## src/rtl/stopwatch_core_if.sv

```systemverilog
// Handshake bundle between the stopwatch controller (master) and the
// stopwatch timebase (slave): single-cycle command strobes in, BCD count
// and status flags out.
interface stopwatch_core_if #(
    parameter int NUM_DIGITS = 4
);
    logic                      tick;
    logic                      start_stop;
    logic                      clear;
    logic                      lap;
    logic [4*NUM_DIGITS-1:0]   count_bcd;
    logic [4*NUM_DIGITS-1:0]   display_bcd;
    logic                      running;
    logic                      lap_active;
    logic                      overflow;

    modport master (
        output tick, start_stop, clear, lap,
        input  count_bcd, display_bcd, running, lap_active, overflow
    );

    modport slave (
        input  tick, start_stop, clear, lap,
        output count_bcd, display_bcd, running, lap_active, overflow
    );
endinterface

```

## src/rtl/stopwatch_core.sv

```systemverilog
// Mixed-radix BCD stopwatch timebase: start/stop, clear, lap freeze and a
// wrap-or-saturate overflow policy, advanced by an external tick strobe.
module stopwatch_core #(
    parameter int          NUM_DIGITS  = 4,
    parameter logic [31:0] DIGIT_BASES = 32'h0000_6A6A,
    parameter bit          SATURATE    = 1'b0
) (
    input  logic            clk,
    input  logic            rst_n,
    stopwatch_core_if.slave sw
);
    localparam int W = 4 * NUM_DIGITS;

    typedef enum logic [1:0] {
        IDLE  = 2'd0,
        RUN   = 2'd1,
        PAUSE = 2'd2,
        DONE  = 2'd3
    } state_t;

    state_t         state_q, state_d;
    logic [W-1:0]   count_q, count_d;
    logic [W-1:0]   lap_q, lap_d;
    logic           lap_active_q, lap_active_d;
    logic           overflow_q, overflow_d;

    logic [W-1:0]          count_inc;
    logic [NUM_DIGITS:0]   lower_max;
    logic                  counted;
    logic                  all_max;
    logic                  sat_event;

    // Ripple carry: a digit advances only when every lower digit is at its
    // maximum; comparing with >= keeps an out-of-range digit from sticking.
    assign lower_max[0] = 1'b1;
    generate
        for (genvar gi = 0; gi < NUM_DIGITS; gi++) begin : g_digit
            localparam logic [3:0] BASE_M1 = DIGIT_BASES[4*gi +: 4] - 4'd1;
            logic [3:0] digit;
            logic       dig_max;
            assign digit   = count_q[4*gi +: 4];
            assign dig_max = (digit >= BASE_M1);
            assign lower_max[gi+1] = lower_max[gi] & dig_max;
            assign count_inc[4*gi +: 4] = lower_max[gi]
                                        ? (dig_max ? 4'd0 : digit + 4'd1)
                                        : digit;
        end
    endgenerate

    assign all_max = lower_max[NUM_DIGITS];
    assign counted = sw.tick && (state_q == RUN);

    // State register and all datapath registers.
    always_ff @(posedge clk or negedge rst_n) begin
        if (!rst_n) begin
            state_q      <= IDLE;
            count_q      <= '0;
            lap_q        <= '0;
            lap_active_q <= 1'b0;
            overflow_q   <= 1'b0;
        end else begin
            state_q      <= state_d;
            count_q      <= count_d;
            lap_q        <= lap_d;
            lap_active_q <= lap_active_d;
            overflow_q   <= overflow_d;
        end
    end

    // Next-state logic, priority clear > tick > start_stop > lap.
    always_comb begin
        state_d      = state_q;
        count_d      = count_q;
        lap_d        = lap_q;
        lap_active_d = lap_active_q;
        overflow_d   = overflow_q;
        sat_event    = 1'b0;

        if (sw.clear) begin
            state_d      = IDLE;
            count_d      = '0;
            lap_d        = '0;
            lap_active_d = 1'b0;
            overflow_d   = 1'b0;
        end else begin
            if (counted) begin
                if (all_max) begin
                    overflow_d = 1'b1;
                    if (SATURATE) begin
                        sat_event = 1'b1;
                        state_d   = DONE;
                    end else begin
                        count_d = '0;
                    end
                end else begin
                    count_d = count_inc;
                end
            end

            // A saturating tick wins over a same-cycle start_stop.
            if (sw.start_stop && !sat_event) begin
                case (state_q)
                    IDLE:    state_d = RUN;
                    RUN:     state_d = PAUSE;
                    PAUSE:   state_d = RUN;
                    default: state_d = state_q;
                endcase
            end

            // Lap captures the pre-tick count; releasing is allowed outside RUN.
            if (sw.lap && (state_q != DONE) && !sat_event) begin
                if (lap_active_q) begin
                    lap_active_d = 1'b0;
                end else if (state_q == RUN) begin
                    lap_d        = count_q;
                    lap_active_d = 1'b1;
                end
            end
        end
    end

    // Outputs are registered values; display is a plain mux with no added latency.
    assign sw.count_bcd   = count_q;
    assign sw.display_bcd = lap_active_q ? lap_q : count_q;
    assign sw.running     = (state_q == RUN);
    assign sw.lap_active  = lap_active_q;
    assign sw.overflow    = overflow_q;
endmodule

```

## src/flat_wrapper.sv

```systemverilog
// flat-port wrapper written by rule: the top's interface ports become plain ports
module stopwatch_core_flat 
#(
    parameter int          NUM_DIGITS  = 4,
    parameter logic [31:0] DIGIT_BASES = 32'h0000_6A6A,
    parameter bit          SATURATE    = 1'b0
)
  (clk, rst_n, sw_tick, sw_start_stop, sw_clear, sw_lap, sw_count_bcd, sw_display_bcd, sw_running, sw_lap_active, sw_overflow);
  stopwatch_core_if #(.NUM_DIGITS(NUM_DIGITS)) sw_i ();
  input  logic clk;
  input  logic rst_n;
  input wire logic [$bits(sw_i.tick)-1:0] sw_tick;
  input wire logic [$bits(sw_i.start_stop)-1:0] sw_start_stop;
  input wire logic [$bits(sw_i.clear)-1:0] sw_clear;
  input wire logic [$bits(sw_i.lap)-1:0] sw_lap;
  output wire logic [$bits(sw_i.count_bcd)-1:0] sw_count_bcd;
  output wire logic [$bits(sw_i.display_bcd)-1:0] sw_display_bcd;
  output wire logic [$bits(sw_i.running)-1:0] sw_running;
  output wire logic [$bits(sw_i.lap_active)-1:0] sw_lap_active;
  output wire logic [$bits(sw_i.overflow)-1:0] sw_overflow;
  assign sw_i.tick = sw_tick;
  assign sw_i.start_stop = sw_start_stop;
  assign sw_i.clear = sw_clear;
  assign sw_i.lap = sw_lap;
  assign sw_count_bcd = sw_i.count_bcd;
  assign sw_display_bcd = sw_i.display_bcd;
  assign sw_running = sw_i.running;
  assign sw_lap_active = sw_i.lap_active;
  assign sw_overflow = sw_i.overflow;
  stopwatch_core #(.NUM_DIGITS(NUM_DIGITS), .DIGIT_BASES(DIGIT_BASES), .SATURATE(SATURATE)) u_core (.clk(clk), .rst_n(rst_n), .sw(sw_i));
endmodule
```

## config.mk

```make
export PLATFORM = sky130hd
export DESIGN_NAME = stopwatch_core_flat
export DESIGN_NICKNAME = d
export VERILOG_FILES = /design/src/rtl/stopwatch_core_if.sv /design/src/rtl/stopwatch_core.sv /design/src/flat_wrapper.sv
export SDC_FILE = /design/constraint.sdc
export NUM_CORES = 1
export LEC_CHECK = 0
export CAP_MARGIN = 10
export CORE_UTILIZATION = 38
export CTS_BUF_LIST = sky130_fd_sc_hd__clkbuf_4
export CTS_CLUSTER_DIAMETER = 80
export DETAILED_ROUTE_END_ITERATION = 10
export HOLD_SLACK_MARGIN = 0.12
export PLACE_DENSITY = 0.72
export SLEW_MARGIN = 20
export SYNTH_ARGS = -nofsm -noshare
export SYNTH_HDL_FRONTEND = slang
export SYNTH_SLANG_ARGS = --single-unit
```

## constraint.sdc

```tcl
create_clock -name clk -period 1.7 [get_ports clk]
set_input_delay 0.17 -clock clk [delete_from_list [all_inputs] [get_ports clk]]
set_output_delay 0.17 -clock clk [all_outputs]
set_load 0.01 [all_outputs]
```

After elaboration in Yosys (flattened, before gate mapping)
Index checks and enable logic that the tools add are counted.
{ "op_classes": {"n_addsub": 4, "order_cmp": 4, "eq_ne": 4, "muxes": 25, "n_bitwise": 3, "n_reduce_logical": 19} }
{ "ops": {"columns": ["op", "n"], "rows": [
  ["16-bit 2-to-1 mux", 8],
  ["4-bit 2-to-1 mux", 7],
  ["4-bit by 1-bit adder with 4-bit output (second input constant)", 4],
  ["3-bit nonzero test", 4],
  ["2-bit AND reduction", 5],
  ["2-bit nonzero test", 5],
  ["4-bit by 3-bit greater-or-equal comparator with 1-bit output (second input constant)", 2],
  ["4-bit greater-or-equal comparator (second input constant)", 2],
  ["1-bit 2-to-1 mux", 7],
  ["2-bit 2-to-1 mux", 2],
  ["2-bit != test (second input constant)", 2],
  ["2-bit one-hot mux with 2 select lines", 1],
  ["1-bit bitwise AND", 3],
  ["3-bit AND reduction", 1],
  ["2-bit by 1-bit == test with 1-bit output (second input constant)", 1],
  ["2-bit == test (second input constant)", 1],
  ["1-bit logical AND", 2],
  ["2-bit zero test", 1],
  ["2-bit OR reduction", 1]
]} }
{ "word_totals": {"register_bits": 36, "input_bits": 6, "output_inout_bits": 35, "elab_cells": 67} }

Logic depth before layout (Yosys ltp)
{ "logic_depth": {"word_depth": 7, "mapped_depth": 7, "ltp_nobuf": 6} }

Worst setup path after synthesis
Ideal clock, no wire load.
{ "synth_timing": {"kind": "register -> register", "startpoint": "register u_core.count_q[1] (netlist: u_core.sw.count_bcd[1])", "endpoint": "register u_core.count_q[13] (netlist: u_core.sw.count_bcd[13])", "setup_ps": 120, "arrival_time_ps": 1729, "required_time_ps": 1580, "setup_slack_ps": -150, "path_stages_with_launch": 8, "n_path_buf": 1, "synth_period_minus_slack_ps": 1850, "cell_sequence": "dfrtp_1 -> inv_1 -> ha_1 -> or3b_2 -> nand2b_4 -> buf_6 -> nor3_1 -> a41o_1"} }
{ "synth_via": {"elab_chain_cells": 7, "elab_cells_between_ends": 9, "classes_between": "order compare (1); mux (3); bitwise (3); reduce/logical (2)"} }
{ "synth_rtl": {"columns": ["item", "line_no", "rtl"], "rows": [
  ["start, declared", "stopwatch_core.sv:22", "logic [W-1:0] count_q, count_d;"],
  ["start signal, assigned", "stopwatch_core.sv:63", "count_q <= count_d;"],
  ["4-bit greater-or-equal comparator (*)", "stopwatch_core.sv:42", "assign dig_max = (digit >= BASE_M1);"],
  ["1-bit bitwise AND (*) (2 in a row)", "stopwatch_core.sv:43", "assign lower_max[gi+1] = lower_max[gi] & dig_max;"],
  ["1-bit bitwise AND", "stopwatch_core.sv:43", null],
  ["16-bit 2-to-1 mux", "stopwatch_core.sv:87", "if (all_max) begin"],
  ["16-bit 2-to-1 mux", "stopwatch_core.sv:86", "if (counted) begin"],
  ["16-bit 2-to-1 mux", "stopwatch_core.sv:79", "if (sw.clear) begin"]
]} }
Every way passes the cells marked *; elsewhere a longest branch is shown, timed or not. The select of a mux whose other input is x is not followed.
A chain may end at the register's enable or synchronous reset.

Worst setup path after layout
{ "layout_timing": {"startpoint": "register u_core.count_q[8] (netlist: u_core.sw.count_bcd[8])", "endpoint": "register u_core.count_q[13] (netlist: u_core.sw.count_bcd[13])"} }
{ "layout_via": {"elab_chain_cells": 6, "elab_cells_between_ends": 8, "classes_between": "order compare (1); mux (3); bitwise (2); reduce/logical (2)"} }
{ "layout_rtl": {"columns": ["item", "line_no"], "rows": [
  ["4-bit greater-or-equal comparator (*)", "stopwatch_core.sv:42"],
  ["1-bit bitwise AND (*)", "stopwatch_core.sv:43"],
  ["1-bit bitwise AND", "stopwatch_core.sv:43"],
  ["16-bit 2-to-1 mux", "stopwatch_core.sv:87"],
  ["16-bit 2-to-1 mux", "stopwatch_core.sv:86"],
  ["16-bit 2-to-1 mux", "stopwatch_core.sv:79"]
]} }
Marked as above.

==> reports/summary.txt <==
Ys Warns -> 0
Placer Congestion -> 0.857
first-pass GRT wire length -> 8400 µm
DRC Markers -> 0
die height -> 75.2 µm
final worst slack -> 0.0435 ns
CTS root buffer -> clkbuf_4
final count of pins violating max slew -> 0
WP data arrival -> 1.94 ns
Hold Slack -> 0.195 ns
final instance area -> 0.00280 mm²
Worst R2R End -> u_core.sw.count_bcd[13]$_DFFE_PN0P_
Worst-Skew Late Latency -> 0.34 ns
maximum vdd drop -> 0.504 mV
Max-slew headroom -> 76.0%
hold buffer count at cts -> 0
vias per inst -> 5.16
Mapped Cells -> 227
Mean Syn Cell Area -> 8.98 µm²
sequential cell area fraction in the yosys report -> 44.2%
H-tree lvl count -> 2
vias in the first global route -> 1,736
EDFF count, synth -> 0
Most used DFF post-synth -> dfrtp_1
Die ar. -> 0.00566 mm²
I/O pins -> 41
Worst Hold Class -> input port to asynchronous set/reset pin
Synth top cells by count -> nand2_1 (48), dfrtp_1 (36), a21oi_1 (27)
DR pass1 iterations -> 4
antenna violations before repair -> 0
DPL Wire Length -> 3490 µm
Final nets -> 314
GRT Residual Overflow -> 0
worst slew pin tran -> 0.351 ns
multi-input logic area -> 0.00110 mm²
FF+latch area -> 907 µm²
vias -> 1,895
chip width -> 75.2 µm
Diodes inserted -> 0
max cap viols -> 0
Initial DRC Count -> 138
Netlist Area Pre-Place -> 0.00204 mm²
Placed Area -> 0.00268 mm²
Buffers on Ports -> 40
worst-case reg-to-reg path depth -> 5
reg2reg setup slack -> 0.04 ns
num rows -> 26
fillers -> 506
pwr/cell area -> 534 mW/mm²
post-route minimum period -> 1.66 ns
Critical Path Start Type -> register
Net Count, Synth -> 245
gr usage total -> 19.5%
Clock Pin Slew Worst Setup and Hold Paths -> 0.12 ns
most common cell in the netlist -> nand2_1
Synth area leaders -> dfrtp_1 (44%), nand2_1 (8.8%), ha_1 (7.4%)
CTS Sinks -> 36
pin count of the biggest net entering global routing -> 37
kind of end point of the critical path -> register
Power Total -> 1490 µW
TritonCTS buffer count -> 5
async set-reset flop share out of synthesis -> 100%
Worst EP required -> 1.99 ns
RSZ-0062 raised after global routing -> yes
status -> finished, final reports clean
CTS tree -> built
area growth from synthesis to layout -> 37.1%
share of layout cells above drive strength 1 -> 27.6%
#FFs+latches synth -> 36
wire length per cell -> 14.5 µm
Crit Path Category -> register to register
final antenna-violating net count -> 0
worst reg2reg path startpoint -> u_core.sw.count_bcd[8]$_DFFE_PN0P_
Layout Skew -> 0.0117 ns
Final Cycle Share -> 97.4%
Initial Utilization -> 39.7%
largest area contributor in the netlist -> dfrtp_1
Worst Path Max Fanout -> 4
Core ar. -> 0.00514 mm²
# setup viols final -> 0
Synth top area share -> 44.2%
Yosys cell types -> 41
pre-CTS worst setup slack -> 0.00603 ns
clock buffer depth -> 2
Post-Route WL -> 5310 µm
Peak Freq -> 0.604 GHz
Final Hold Fails -> 0
Lkg Pwr -> 0.00129 µW
[worst max-delay path: stages (launching register included)]
cell and delay [ns]:
dfrtp_1 0.43, ha_1 0.21, or3b_1 0.39, and2_4 0.19
a311oi_2 0.26, a41o_1 0.13
[stage by stage]
| step | setup TNS [ns] | utilization (%) | std cells |
|---|---|---|---|
| floorplan | 0 | - | 227 |
| global placement | 0 | 52.2 | 351 |
| detailed placement | 0 | 52.2 | 351 |
| CTS | 0 | 53.3 | 361 |
| global route | -0.0535 | 54.4 | 367 |
| finish | 0 | 54.4 | 367 |
[layer usage]
layer	up-vias	global-route usage [%]	wire, µm
li1	940	-	-
met1	913	26.9	2490
met2	38	32.2	2600
met3	4	3.88	192
met4	0	3.70	31
met5	-	0	0
[placed cells by master, fill, tap and decap left out, types with 8 or more instances in the layout]
cell type,synthesis,layout
buf_4,1,27
o21ai_0,16,16
clkbuf_2,0,9
ha_1,12,10
a21oi_1,27,26
clkdlybuf4s50_1,0,23
nand2_1,48,47
nor2_1,11,10
mux2_2,8,8
dfrtp_1,36,31
[sequential cells by signal, indices dropped and copies added, names as in the netlist]
signal                cells
u_core.sw.lap_active      1
u_core.lap_q             16
u_core.sw.count_bcd      16
u_core.state_q            2
u_core.sw.overflow        1
[report_power, final]
group / total (µW) / leakage, µW / internal [µW] / switching, µW
clock: 455 / 0.0000324 / 152 / 303
sequential: 872 / 0.000493 / 863 / 9.20
combinational: 166 / 0.000766 / 70.0 / 95.6
total: 1490 / 0.00129 / 1090 / 408
[worst max-delay path by stage]
stage / start / end / cells after the start / slack (ns)
after global routing: u_core.sw.count_bcd[8]$_DFFE_PN0P_ / u_core.sw.count_bcd[13]$_DFFE_PN0P_ / 5 / -0.03
final: u_core.sw.count_bcd[8]$_DFFE_PN0P_ / u_core.sw.count_bcd[13]$_DFFE_PN0P_ / 5 / 0.04
after floorplan: u_core.sw.count_bcd[0]$_DFFE_PN0P_ / u_core.sw.count_bcd[15]$_DFFE_PN0P_ / 7 / 0.009
after CTS: u_core.sw.lap_active$_DFFE_PN0P_ / sw_display_bcd[10] / 3 / 0.007
after detailed placement: u_core.sw.count_bcd[8]$_DFFE_PN0P_ / u_core.sw.count_bcd[13]$_DFFE_PN0P_ / 6 / 0.006
after global placement: sw_tick / u_core.sw.count_bcd[15]$_DFFE_PN0P_ / 5 / 0.04
[timing repair]
action | CTS | global route
endpoints found under the setup margin | 18 | 24
setup buffers | 2 | 5
resized for setup | 25 | 34
gates cloned | 0 | 2
pin swaps | 0 | 1
[kinds of logic after synthesis]
group / count (synthesis) / share of synthesized area, %
and+or+nand+nor: 90 / 21.6
AOI/OAI and AO/OA: 58 / 16.9
DFF: 36 / 44.2
buffers and inverters: 21 / 4.54
adders and majority gates: 12 / 7.37
muxes: 10 / 5.40
[final cells by class]
| cell class | instances | area share (%) |
|---|---|---|
| inverter | 10 | 1.34 |
| multi-input combinational | 170 | 39.2 |
| timing repair buffer | 73 | 22.0 |
| clock buffer | 5 | 1.34 |
| clock inverter | 3 | 0.492 |
| tap | 70 | 3.13 |
| sequential | 36 | 32.5 |
(Power assumes the default switching activity.)
